File: src/rtl/pc_fetch_ctrl.sv
// RISC-V program counter and instruction fetch sequencer (req/ready + valid imem port).
// Optional feature: define MISALIGN_TRAP_EN to trap misaligned redirect targets into a HALT state.
module pc_fetch_ctrl #(
  parameter logic [31:0] RESET_PC = 32'h0000_0000
) (
  input  logic        clk,
  input  logic        rst_n,
  input  logic        Stall,
  input  logic        Redirect,
  input  logic [1:0]  PCSrc,
  input  logic [31:0] PCTarget,
  input  logic [31:0] ALUResult,
  output logic        IReq,
  output logic [31:0] IAddr,
  input  logic        IReady,
  input  logic        IValid,
  input  logic [31:0] IRData,
  output logic [31:0] Instr,
  output logic        InstrValid,
  output logic [31:0] PC,
  output logic [31:0] PCPlus4,
  output logic        MisalignErr
);

  localparam logic [2:0] S_IDLE = 3'd0;
  localparam logic [2:0] S_REQ  = 3'd1;
  localparam logic [2:0] S_WAIT = 3'd2;
  localparam logic [2:0] S_RESP = 3'd3;
`ifdef MISALIGN_TRAP_EN
  localparam logic [2:0] S_HALT = 3'd4;
`endif

  logic [2:0]  state;
  logic        kill;
  logic        redir_act;
  logic [31:0] target_raw;
  logic [31:0] target;

  // PCPlus4 is always the registered PC + 4, so it doubles as the sequential target.
  always_comb begin
    case (PCSrc)
      2'b01:   target_raw = PCTarget;
      2'b10:   target_raw = ALUResult & ~32'h1;
      default: target_raw = PCPlus4;
    endcase
  end

`ifdef MISALIGN_TRAP_EN
  logic target_bad;
  assign target     = target_raw;
  assign target_bad = |target_raw[1:0];
`else
  assign target      = target_raw & ~32'h3;
  assign MisalignErr = 1'b0;
`endif

  assign redir_act = Redirect && ((state == S_REQ) || (state == S_WAIT) || (state == S_RESP));
  assign IReq      = (state == S_REQ);

  always_ff @(posedge clk or negedge rst_n) begin
    if (!rst_n) begin
      state      <= S_IDLE;
      kill       <= 1'b0;
      IAddr      <= RESET_PC;
      PC         <= RESET_PC;
      PCPlus4    <= RESET_PC + 32'd4;
      Instr      <= '0;
      InstrValid <= 1'b0;
`ifdef MISALIGN_TRAP_EN
      MisalignErr <= 1'b0;
`endif
    end else begin
`ifdef MISALIGN_TRAP_EN
      if (redir_act && target_bad) begin
        state       <= S_HALT;
        kill        <= 1'b0;
        InstrValid  <= 1'b0;
        MisalignErr <= 1'b1;
      end else
`endif
      if (redir_act) begin
        IAddr      <= target;
        InstrValid <= 1'b0;
        case (state)
          // A request accepted in the redirect cycle still returns data; mark it for discard.
          S_REQ: begin
            if (IReady) begin
              kill  <= 1'b1;
              state <= S_WAIT;
            end
          end
          // Wait out the in-flight response unless it lands this very cycle.
          S_WAIT: begin
            if (IValid) begin
              kill  <= 1'b0;
              state <= S_REQ;
            end else begin
              kill  <= 1'b1;
            end
          end
          default: state <= S_REQ;
        endcase
      end else begin
        case (state)
          S_IDLE: state <= S_REQ;
          S_REQ: begin
            if (IReady) state <= S_WAIT;
          end
          S_WAIT: begin
            if (IValid) begin
              if (kill) begin
                kill  <= 1'b0;
                state <= S_REQ;
              end else begin
                Instr      <= IRData;
                PC         <= IAddr;
                PCPlus4    <= IAddr + 32'd4;
                InstrValid <= 1'b1;
                state      <= S_RESP;
              end
            end
          end
          S_RESP: begin
            if (!Stall) begin
              IAddr      <= PCPlus4;
              InstrValid <= 1'b0;
              state      <= S_REQ;
            end
          end
          default: state <= state;
        endcase
      end
    end
  end

endmodule

File: config.mk
export PLATFORM = sky130hd
export DESIGN_NAME = pc_fetch_ctrl
export DESIGN_NICKNAME = d
export VERILOG_FILES = /design/src/rtl/pc_fetch_ctrl.sv
export SDC_FILE = /design/constraint.sdc
export NUM_CORES = 1
export LEC_CHECK = 0
export BUFFER_PORTS_ARGS = -buffer_cell sky130_fd_sc_hd__buf_2
export CORE_MARGIN = 5
export CORE_UTILIZATION = 40
export CTS_BUF_LIST = sky130_fd_sc_hd__clkbuf_4
export DETAILED_ROUTE_END_ITERATION = 7
export PLACE_DENSITY = 0.7
export SYNTH_ARGS = -nofsm -noshare
export SYNTH_HDL_FRONTEND = slang
export SYNTH_SLANG_ARGS = --single-unit
File: constraint.sdc
create_clock -name clk -period 1.9 [get_ports clk]
set_input_delay 0.38 -clock clk [delete_from_list [all_inputs] [get_ports clk]]
set_output_delay 0.38 -clock clk [all_outputs]
set_load 0.01 [all_outputs]
==> flow_summary.json <==
{
  "clkLatencyLatePin_ps": 520,
  "rows": 45,
  "viasPerCell": 5.131,
  "drv_slew": 0,
  "dp_hpwl_mm": 13.40,
  "power_frac_seq_pct": 41.7,
  "first_global_vias": 5432,
  "finalCriticalPeriod_ps": 1802,
  "drv_cap": 0,
  "leakage_nw": 4.239,
  "ys_types": 47,
  "clock_power_share_pct": 21.0,
  "cts.htree.levels": 4,
  "clock.fmax_mhz": 555.0,
  "ys_seq_area_share_pct": 54.03,
  "crit_chain": "nand2b_1, o21bai_1, or2_1, buf_4, a221oi_1, o31ai_1",
  "drive_above_1_share_pct": 47.99,
  "core_region_area_sq_um": 15030,
  "post-route-period-util_pct": 94.84,
  "syn-num-nets": 654,
  "dieArea_sq_um": 17740,
  "cts_tree": "done",
  "cp_data_arrival_time_ps": 2210,
  "antenna_left": 0,
  "root_buffer": "clkbuf_4",
  "wl_per_cell_um": 17.28,
  "gp_congestion": 0.8070,
  "synth_top_area_share_pct": 53.60,
  "clock_skew_ps": 14.91,
  "syn_area_sq_um": 6070,
  "grt_usage_pct": 19.96,
  "p_comb_share_pct": 37.3,
  "port_buffers": 229,
  "setup_violations": 0,
  "io_pins": 235,
  "cp_data_required_time_ps": 2300,
  "synthArstFlopShare_pct": 100.0,
  "avgSynthCellArea_sq_um": 11.10,
  "worstSetupPathType": "reg -> reg",
  "antenna_found_initial": 1,
  "drt_wl_total_mm": 17.47,
  "fillers": 1376,
  "start_kind": "flop",
  "switching_share_pct": 36.30,
  "synth_enable_flop_cells": 0,
  "die_w_um": 133.2,
  "end_kind": "flop",
  "hold_slack_ps": 77.25,
  "hold_class": "in -> reg",
  "hold_viol_final": 0,
  "p_int_mw": 6.651,
  "yosysTopAreaCell": "dfrtp_1",
  "synth-seq-cells": 131,
  "die_h_um": 133.2,
  "drc": 0,
  "synth-main-ff-cell": "dfrtp_1",
  "drtIter0Drc": 238,
  "vias": 5187,
  "clk_pin_slew_ps": 120,
  "cts_buffer_depth": 2,
  "finalSetupTns_ps": 0,
  "cts_buffers": 17,
  "initial_utilization_pct": 40.37,
  "nets": 914,
  "synthTopCellsByArea": "dfrtp_1 (54%), mux2_2 (12%), nand2_1 (4.5%), a221oi_1 (4.3%), o31ai_1 (3.8%)",
  "cp_slowest_cell": "dfrtp_1",
  "peakVddDrop_mv": 0.6766,
  "syn_inst": 547,
  "status": "completed",
  "critPathMaxFanout": 8,
  "area.growth.synth_to_final_pct": 33.54,
  "grt.overflow.total": 0,
  "firstDrtPassIters": 4,
  "p_per_area_nw_per_um2": 1288,
  "grt_max_degree": 47,
  "yosysWarnings": 0,
  "cp_slowest_stage_delay_ps": 390,
  "clock_sinks": 131,
  "switchingPower_mw": 3.790,
  "grt_pass1_wl_mm": 28.15
}
-- layer usage --
| metal | up-vias | track usage (%) | part of all wire [%] |
|---|---|---|---|
| met4 | 0 | 5.771 | 1.3 |
| li1 | 2473 | - | - |
| met5 | - | 0 | 0 |
| met3 | 19 | 6.986 | 7.9 |
| met1 | 2522 | 23.93 | 42 |
| met2 | 173 | 34.09 | 49 |
-- cells in the mapped netlist, types with 4 or more instances --
master    count
nor4_1        4
o21ai_0      34
xor2_1       14
clkbuf_1     29
nor2_1       43
mux2_2       63
xnor2_1      14
dfrtp_1     130
nand2_1      73
a221oi_1     30
nand4_1      13
o31ai_1      31
inv_1         5
nand3_1      13
-- sequential cells by signal, summed over array words and instances, names as in the netlist --
signal and count:
kill 1, state 3, InstrValid 1, PC 32, PCPlus4 30, Instr 32
IAddr 32
-- final timing paths --
check	from	cells past startpoint	to	slack [ps]
setup / recovery	state[2]	6	IAddr[12]	100
hold / removal	IRData[10]	2	Instr[10]	80
setup reg to reg	state[2]	6	IAddr[12]	100
hold reg to reg	PC[7]	2	PC[7]	490
max in group asynchronous	rst_n	3	PCPlus4[2]	940
min in group asynchronous	rst_n	2	IAddr[19]	360
-- cells by family after synthesis --
family	after synthesis	share of synthesized area (%)
AOI/OAI and AO/OA	102	11.77
xor gates and xnor gates	28	4.040
adders and majority gates	3	0.6185
buffers and inverters	50	4.638
DFF	131	54.03
muxes	65	12.04
other	1	0.06178
and+or+nand+nor	167	12.80
-- worst max-delay path, delay by kind of cell, from the launching register on --
kind	cells	cell delay (ps)
AOI/OAI and AO/OA	3	670
buffers and inverters	1	180
DFF	1	390
and+or+nand+nor	2	440
-- through the flow --
| step | cell area, sq um | instances | power [mW] | util [%] | setup WS, ps |
|---|---|---|---|---|---|
| 6_report | 8105 | 1011 | 10.44 | 53.92 | 98.09 |
| 5_1_grt | 8105 | 1011 | 11.19 | 53.92 | -2.302 |
| 4_1_cts | 8077 | 1007 | 10.60 | 53.72 | 31.21 |
| 3_5_place_dp | 7716 | 974 | 8.349 | 51.33 | -6.691 |
| 3_3_place_gp | 7716 | 974 | 8.226 | 51.33 | 35.68 |
| 2_1_floorplan | 6070 | 547 | 6.478 | - | 32.34 |
-- placed cells by master (no fill, tap or decap), drive strengths merged, types with 4 or more instances in the layout --
| cell type | instances |
|---|---|
| o21ai | 35 |
| bufinv | 5 |
| nand4 | 14 |
| inv | 5 |
| dfrtp | 130 |
| o31ai | 31 |
| buf | 285 |
| diode | 4 |
| nor2 | 43 |
| mux2 | 64 |
| clkinv | 6 |
| clkbuf | 19 |
| xnor2 | 14 |
| nor4 | 4 |
| xor2 | 14 |
| nand2 | 74 |
| a221oi | 30 |
| nand3 | 13 |
-- cell type report --
cell class,instances,area (sq um),area share (%)
antenna,4,10.01,0.1235
multi-input combinational,366,2546,31.41
sequential,131,3282,40.49
clock inverter,12,187.7,2.316
inverter,5,18.77,0.2316
tap,188,235.2,2.902
timing repair buffer,286,1683,20.76
clock buffer,19,142.6,1.760
-- power groups by stage --
| stage | combinational [mW] | sequential (mW) | clock, mW |
|---|---|---|---|
| after floorplan | 1.75 | 4.73 | 0 |
| after global placement | 3.87 | 4.36 | 0 |
| after detailed placement | 3.94 | 4.41 | 0 |
| after CTS | 3.97 | 4.35 | 2.27 |
| final | 3.90 | 4.35 | 2.19 |
| after global routing | 4.32 | 4.50 | 2.37 |
-- what timing repair did --
action                                  in CTS  in global routing
endpoints found under the hold margin       42                  0
hold buffers                                 1                  0
gates resized for setup                      2                  5
endpoints found under the setup margin       3                 10
buffers inserted                             1                  0
Power figures use the tool's default switching activity.
